[config.mk]
export PLATFORM = sky130hd
export DESIGN_NAME = muldiv_sequencer
export DESIGN_NICKNAME = d
export VERILOG_FILES = /design/src/rtl/muldiv_sequencer.sv
export SDC_FILE = /design/constraint.sdc
export NUM_CORES = 1
export LEC_CHECK = 0
export BUFFER_PORTS_ARGS = -buffer_cell sky130_fd_sc_hd__buf_2
export CAP_MARGIN = 20
export CORE_AREA = 2 2 165 199
export CTS_BUF_LIST = sky130_fd_sc_hd__clkbuf_4
export CTS_CLUSTER_DIAMETER = 60
export CTS_CLUSTER_SIZE = 40
export DETAILED_ROUTE_END_ITERATION = 8
export DIE_AREA = 0 0 167 201
export PLACE_DENSITY = 0.72
export REMOVE_ABC_BUFFERS = 1
export SLEW_MARGIN = 40
export SYNTH_ARGS = -nofsm -noshare
export SYNTH_HDL_FRONTEND = slang
export SYNTH_SLANG_ARGS = --single-unit
[constraint.sdc]
create_clock -name CLK -period 7.05 [get_ports CLK]
set_clock_uncertainty 0.2 [all_clocks]
set_input_delay 1.41 -clock CLK [delete_from_list [all_inputs] [get_ports CLK]]
set_output_delay 1.41 -clock CLK [all_outputs]
set_load 0.01 [all_outputs]
[src/rtl/muldiv_sequencer.sv]
// Iterative MULT/MULTU/DIV/DIVU engine that owns HI/LO for the EX stage.
// Latency: start at edge E0, HI/LO written at E0+WIDTH+2; divide-by-zero flagged after E0+2.
// Backpressure: stall holds the pipeline while busy and an HI/LO reader or a new start is present.
module muldiv_sequencer #(
    parameter int WIDTH = 32
) (
    input  logic             CLK,
    input  logic             RST,
    input  logic             start,
    input  logic [1:0]       op,
    input  logic [WIDTH-1:0] opa,
    input  logic [WIDTH-1:0] opb,
    input  logic             flush,
    input  logic             hilo_read,
    output logic             busy,
    output logic             stall,
    output logic             done,
    output logic             div0,
    output logic [WIDTH-1:0] hi,
    output logic [WIDTH-1:0] lo
);

    localparam int CW = $clog2(WIDTH);

    typedef enum logic [1:0] {
        IDLE = 2'd0,
        PREP = 2'd1,
        RUN  = 2'd2,
        FIX  = 2'd3
    } state_t;

    state_t                 state, state_nxt;
    logic [1:0]             op_q;
    logic [WIDTH-1:0]       a_q, b_q;
    logic [2*WIDTH-1:0]     acc;
    logic                   sa, sb;
    logic [CW-1:0]          count;
    logic                   div0_pend;

    logic                   is_div, is_signed, b_zero, last_iter;
    logic [WIDTH-1:0]       a_abs, b_abs;
    logic [WIDTH:0]         mul_sum;
    logic [2*WIDTH-1:0]     mul_nxt;
    logic [WIDTH:0]         div_shift, div_diff;
    logic                   div_ge;
    logic [2*WIDTH-1:0]     div_nxt;
    logic [2*WIDTH-1:0]     prod_fix;
    logic [WIDTH-1:0]       quo_fix, rem_fix;

    assign is_div    = op_q[1];
    assign is_signed = ~op_q[0];
    assign b_zero    = (b_q == '0);
    assign last_iter = (count == CW'(WIDTH-1));

    assign a_abs = (is_signed && a_q[WIDTH-1]) ? -a_q : a_q;
    assign b_abs = (is_signed && b_q[WIDTH-1]) ? -b_q : b_q;

    // Multiply: acc = {partial product, remaining multiplier bits}, shifted right each step.
    assign mul_sum = {1'b0, acc[2*WIDTH-1:WIDTH]} + (acc[0] ? {1'b0, b_q} : '0);
    assign mul_nxt = {mul_sum, acc[WIDTH-1:1]};

    // Divide: acc = {partial remainder, dividend/quotient}; borrow bit decides the quotient bit.
    assign div_shift = acc[2*WIDTH-1:WIDTH-1];
    assign div_diff  = div_shift - {1'b0, b_q};
    assign div_ge    = ~div_diff[WIDTH];
    assign div_nxt   = {(div_ge ? div_diff[WIDTH-1:0] : div_shift[WIDTH-1:0]),
                        acc[WIDTH-2:0], div_ge};

    assign prod_fix = (is_signed && (sa ^ sb)) ? -acc : acc;
    assign quo_fix  = (is_signed && (sa ^ sb)) ? -acc[WIDTH-1:0] : acc[WIDTH-1:0];
    assign rem_fix  = (is_signed && sa) ? -acc[2*WIDTH-1:WIDTH] : acc[2*WIDTH-1:WIDTH];

    assign busy  = (state != IDLE);
    assign stall = busy & (hilo_read | start);

    always_comb begin
        state_nxt = state;
        case (state)
            IDLE: if (start && !flush) state_nxt = PREP;
            PREP: begin
                if (flush || (is_div && b_zero)) state_nxt = IDLE;
                else                             state_nxt = RUN;
            end
            RUN: begin
                if (flush)          state_nxt = IDLE;
                else if (last_iter) state_nxt = FIX;
            end
            FIX:     state_nxt = IDLE;
            default: state_nxt = IDLE;
        endcase
    end

    always_ff @(posedge CLK or negedge RST) begin
        if (!RST) state <= IDLE;
        else      state <= state_nxt;
    end

    always_ff @(posedge CLK or negedge RST) begin
        if (!RST) begin
            op_q      <= '0;
            a_q       <= '0;
            b_q       <= '0;
            acc       <= '0;
            sa        <= 1'b0;
            sb        <= 1'b0;
            count     <= '0;
            div0_pend <= 1'b0;
            div0      <= 1'b0;
            done      <= 1'b0;
            hi        <= '0;
            lo        <= '0;
        end else begin
            done      <= 1'b0;
            div0_pend <= 1'b0;
            div0      <= div0_pend;
            case (state)
                IDLE: begin
                    if (start && !flush) begin
                        op_q <= op;
                        a_q  <= opa;
                        b_q  <= opb;
                    end
                end
                PREP: begin
                    sa    <= is_signed & a_q[WIDTH-1];
                    sb    <= is_signed & b_q[WIDTH-1];
                    acc   <= {{WIDTH{1'b0}}, a_abs};
                    b_q   <= b_abs;
                    count <= '0;
                    div0_pend <= ~flush & is_div & b_zero;
                end
                RUN: begin
                    if (!flush) begin
                        acc   <= is_div ? div_nxt : mul_nxt;
                        count <= count + CW'(1);
                    end
                end
                FIX: begin
                    if (!flush) begin
                        if (is_div) begin
                            hi <= rem_fix;
                            lo <= quo_fix;
                        end else begin
                            hi <= prod_fix[2*WIDTH-1:WIDTH];
                            lo <= prod_fix[WIDTH-1:0];
                        end
                        done <= 1'b1;
                    end
                end
                default: ;
            endcase
        end
    end

endmodule

**Yosys cells after proc, flatten, opt, wreduce, memory -nomap -nowiden**

Index checks and enable logic that the tools add are counted.

- Register bits after elaboration: 206
- Input bits: 71
- Output and inout port bits: 68
- Word-level logic and storage cells: 81

- Add/subtract/negate cells: 8
- Equal/unequal tests: 8
- Multiplexer cells: 24
- Bitwise logic cells: 10
- Reductions and logical operators: 18

Operators with widths:

| operator | count |
|---|---|
| 32-bit two-way mux | 9 |
| 64-bit two-way mux | 3 |
| 32-bit negation | 4 |
| 64-bit one-hot mux with 2 select lines | 1 |
| 64-bit negation | 1 |
| 32-bit one-hot mux with 2 select lines | 1 |
| 32-bit by 32-bit adder with 33-bit output | 1 |
| 33-bit by 32-bit subtractor with 33-bit output | 1 |
| 32-bit zero test | 1 |
| 5-bit one-hot mux with 2 select lines | 1 |
| 2-bit two-way mux | 4 |
| 2-bit one-hot mux with 4 select lines | 1 |
| 2-bit AND reduction | 4 |
| 1-bit logical AND | 6 |
| 2-bit != test, second input constant | 3 |
| 2-bit nonzero test | 3 |
| 5-bit by 1-bit adder with 5-bit output, second input constant | 1 |
| 1-bit AND | 5 |
| 5-bit equality test, second input constant | 1 |
| 5-bit two-way mux | 1 |
| 2-bit equality test, second input constant | 2 |
| 1-bit two-way mux | 3 |
| 3-bit != test, second input constant | 1 |
| 1-bit inverter | 3 |
| other kinds (7) | 7 |

**Longest topological paths before layout**

- Depth after elaboration: 5
- Mapped depth: 15
- Gate-level depth less buffers: 14

**Least setup slack after synthesis**

No wires, ideal clock.

- Kind: register to register
- Start: register acc[31]
- End: register acc[47]
- Library setup time: 0.142 ns
- Data arrival time: 3.167 ns
- Slack: 3.541 ns
- Stages on the path, launching flop included: 15
- Buffers on the path: 2
- Cell sequence: dfrtp_1 > clkbuf_1 > inv_1 > ha_1 > fa_1 > nor2b_1 > o31a_1 > o211ai_1 > a21o_1 > a21oi_1 > mux2_2 > nand2_1 > buf_2 > mux2i_1 > o221ai_1

- Longest elaborated chain between the ends: 5

Ends and longest elaborated chain:

| element | RTL line | source |
|---|---|---|
| from (decl) | 35 | `logic [2*WIDTH-1:0] acc;` |
| from (signal assigned) | 127 | `acc <= {{WIDTH{1'b0}}, a_abs};` |
| from (signal assigned) | 134 | `acc <= is_div ? div_nxt : mul_nxt;` |
| 33-bit by 32-bit subtractor with 33-bit output | 64 | `assign div_diff = div_shift - {1'b0, b_q};` |
| 32-bit two-way mux | 66 | `assign div_nxt = {(div_ge ? div_diff[WIDTH-1:0] : div_shift[WIDTH-1:0]),` |
| 64-bit two-way mux | 134 |  |
| 64-bit two-way mux | 133 | `if (!flush) begin` |
| 64-bit one-hot mux with 2 select lines | 116 | `case (state)` |

Every way passes these cells. The select of a mux whose other input is x is not followed.
A chain may end at the register's enable or synchronous reset.

**Worst setup path after layout**

- Start: register acc[0]
- End: register acc[58]

- Longest elaborated chain between the ends: 5

Ends and longest elaborated chain:

| element | RTL line | source |
|---|---|---|
| 32-bit two-way mux | 59 | `assign mul_sum = {1'b0, acc[2*WIDTH-1:WIDTH]} + (acc[0] ? {1'b0, b_q} : '0);` |
| 32-bit by 32-bit adder with 33-bit output | 59 |  |
| 64-bit two-way mux | 134 |  |
| 64-bit two-way mux | 133 |  |
| 64-bit one-hot mux with 2 select lines | 116 |  |

Every way passes these cells. The select of a mux whose other input is x is not followed.

==> impl_metrics.ini <==
[worst_setup_path]
critical_path_peak_fanout = 30
start_kind = flop
critPathKind = reg2reg
required_ps = 7450
worstSetupEndpointType = flop
worstPathArrival_ps = 4550

[flow_run]
maxCapViolations = 0

[placement]
io_buffers = 138
hpwl_um = 38000
placed_area_mm2 = 0.0165
gp_congestion = 1.02
post-place-ws_ps = 3020

[logic_synthesis]
synth_area_mm2 = 0.0156
synth_edf_count = 0
ys_seq_area_share_pct = 33.0
synth_cell_types = 87
yosys_warnings = 0
synth_area_leaders = dfrtp_1 (33%), nand2_1 (8.1%), o21ai_0 (7.9%)
synthTopCellsByCount = nand2_1 (339), o21ai_0 (248), dfrtp_1 (206), nor2_1 (154), a21oi_1 (136)
syn_avg_cell_area_um2 = 7.85
yosysMostFrequentCell = nand2_1
syn_inst = 1989
yosysTopAreaCellShare_pct = 33.0
synthFlopType = dfrtp_1
async_reset_ff_share_pct = 100
ys_seq_elements = 206
yosys.area.top_type = dfrtp_1

[global_route]
grt_pass1_vias = 14547
grt_first_pass_wirelength_um = 80500
grt_max_degree = 100
grt.total_usage_pct = 29.8
gr-total-overflow = 0
antenna_found_initial = 1

[clock_network]
htreeDepth = 1
cts-root-buf = clkbuf_4
path_clk_slew_ps = 190
clock_sinks = 206
cts_setup_buffers = 0
cts_made_buffers = 20
clk_latency_ps = 740
clock_path_buffers = 3
cts_resized = 0
tritoncts = done
hold_buffers = 0

[timing]
setup-tns-final_ps = 0
worst_slack_ps = 2900
fin_crit_sh_pct = 58.9
maxSlewViolCount = 0
setup_viol = 0
slew_headroom_pct = 42.2
hold_viol = 0
max_slew.worst_pin.slew_ps = 866
rsz0062_at_grt = false
fin_hold_ws_ps = 175
max_freq_ghz = 0.241
fin_crit_ps = 4150

[floorplanning]
core_area_mm2 = 0.0318
ios = 139
die_area_mm2 = 0.0336
die_h_um = 201
rows = 72
die_w_um = 167
start_util_pct = 49.1

[hold_path]
min_path_type = reg2reg

[power]
ir_worst_vdd_uv = 226
p_leak_nw = 7.85
power_density_mw_per_mm2 = 360

[cells_and_area]
final_util_pct = 53.0
fill_cells = 3059
synthToLayoutAreaGrowth_pct = 7.88
drive_gt1_share_pct = 11.2
final_cell_area_mm2 = 0.0168
nNetsFinal = 2196

[routing]
drt_iter0_drc = 1446
via_count = 15258
routed_wl_um = 51100
routedWlPerCell_um = 20.7
vias_per_cell = 6.17
detail-route-antenna-nets = 0
drc = 0
dr.pass1.iters = 6

[outcome]
status = complete, no violations
-- cell usage in the layout (no fill, tap or decap), types with 12 or more instances in the layout --
| master | n |
|---|---|
| clkbuf_4 | 22 |
| nand2_1 | 338 |
| dfrtp_1 | 205 |
| buf_4 | 15 |
| nor3_1 | 56 |
| nand3_1 | 40 |
| xnor2_1 | 73 |
| o211ai_1 | 12 |
| nand4_1 | 12 |
| buf_2 | 137 |
| ha_1 | 70 |
| or3_1 | 20 |
| a21o_1 | 33 |
| nand2b_1 | 24 |
| and3_1 | 21 |
| o21a_1 | 12 |
| a22oi_1 | 18 |
| nor4_1 | 17 |
| xor2_1 | 66 |
| mux2i_1 | 51 |
| nor2_1 | 151 |
| a31oi_1 | 13 |
| inv_1 | 64 |
| o21ai_0 | 248 |
| a21oi_1 | 136 |
-- critical path, stage by stage (launching register included) --
cell	delay, ps
dfrtp_1	450
clkinv_1	240
buf_4	330
nor2_1	220
ha_1	340
a21oi_1	170
o21ai_0	90
a211oi_1	450
a211o_1	300
a211oi_1	140
o2111a_1	250
or3_1	340
a32oi_1	380
o21ai_0	150
-- routing by layer --
layer  GRT usage, %  routed length (µm)  vias to the layer above
li1               -                   -                     7182
met1           36.8               20300                     7249
met2           50.6               24600                      661
met3           3.27                3070                      166
met4           17.0                3180                        0
met5              0                   0                        -
-- flip-flops by register name, indices dropped and copies added, names as in the netlist --
signal / cells
op_q: 2
done: 1
a_q: 32
sa: 1
hi: 32
b_q: 32
count: 5
div0: 1
acc: 64
lo: 32
state: 2
sb: 1
div0_pend: 1
-- where the power goes --
part	internal, W	leakage [nW]	switching (W)
Combinational	0.00127	5.08	0.00201
Clock	0.000220	0.167	0.000495
Sequential	0.00155	2.60	0.000508
Total	0.00305	7.85	0.00302
-- final cells by class --
cell class	instances	area [µm²]	share of cell area, %
diodes	1	2.50	0.0149
clock buffers	22	165	0.980
clock inverters	13	163	0.966
inverters	65	244	1.45
multi-input cells	1605	9750	57.9
flip-flops and latches	206	5160	30.6
well taps	407	509	3.02
repair buffers	155	861	5.11
-- path summary, 6_finish.rpt --
check / start / to / slack, ps / cells past startpoint
min in group asynchronous: RST / lo[9]$_DFFE_PN0P_ / 330 / 1
hold reg to reg: div0_pend$_DFF_PN0_ / div0$_DFF_PN0_ / 170 / 0
hold / removal: div0_pend$_DFF_PN0_ / div0$_DFF_PN0_ / 170 / 0
max in group asynchronous: RST / b_q[0]$_DFFE_PN0P_ / 5010 / 4
setup / recovery: acc[0]$_DFFE_PN0P_ / acc[58]$_DFFE_PN0P_ / 2900 / 13
setup reg to reg: acc[0]$_DFFE_PN0P_ / acc[58]$_DFFE_PN0P_ / 2900 / 13
-- logic make-up after synthesis --
kind of cell / after synthesis / synth area share (%)
buffers and inverters: 178 / 4.89
muxes: 55 / 3.56
adders and majority gates: 72 / 5.87
DFF: 206 / 33.0
and+or+nand+nor: 749 / 22.0
xor gates and xnor gates: 139 / 7.80
AOI/OAI and AO/OA: 590 / 22.9
-- stage by stage --
stage / cells / power, W
after CTS: 2472 / 0.00602
after floorplan: 1876 / 0.00421
after detailed placement: 2437 / 0.00531
after global placement: 2436 / 0.00526
after global routing: 2474 / 0.00651
final: 2474 / 0.00607
Power figures use the tool's default switching activity.
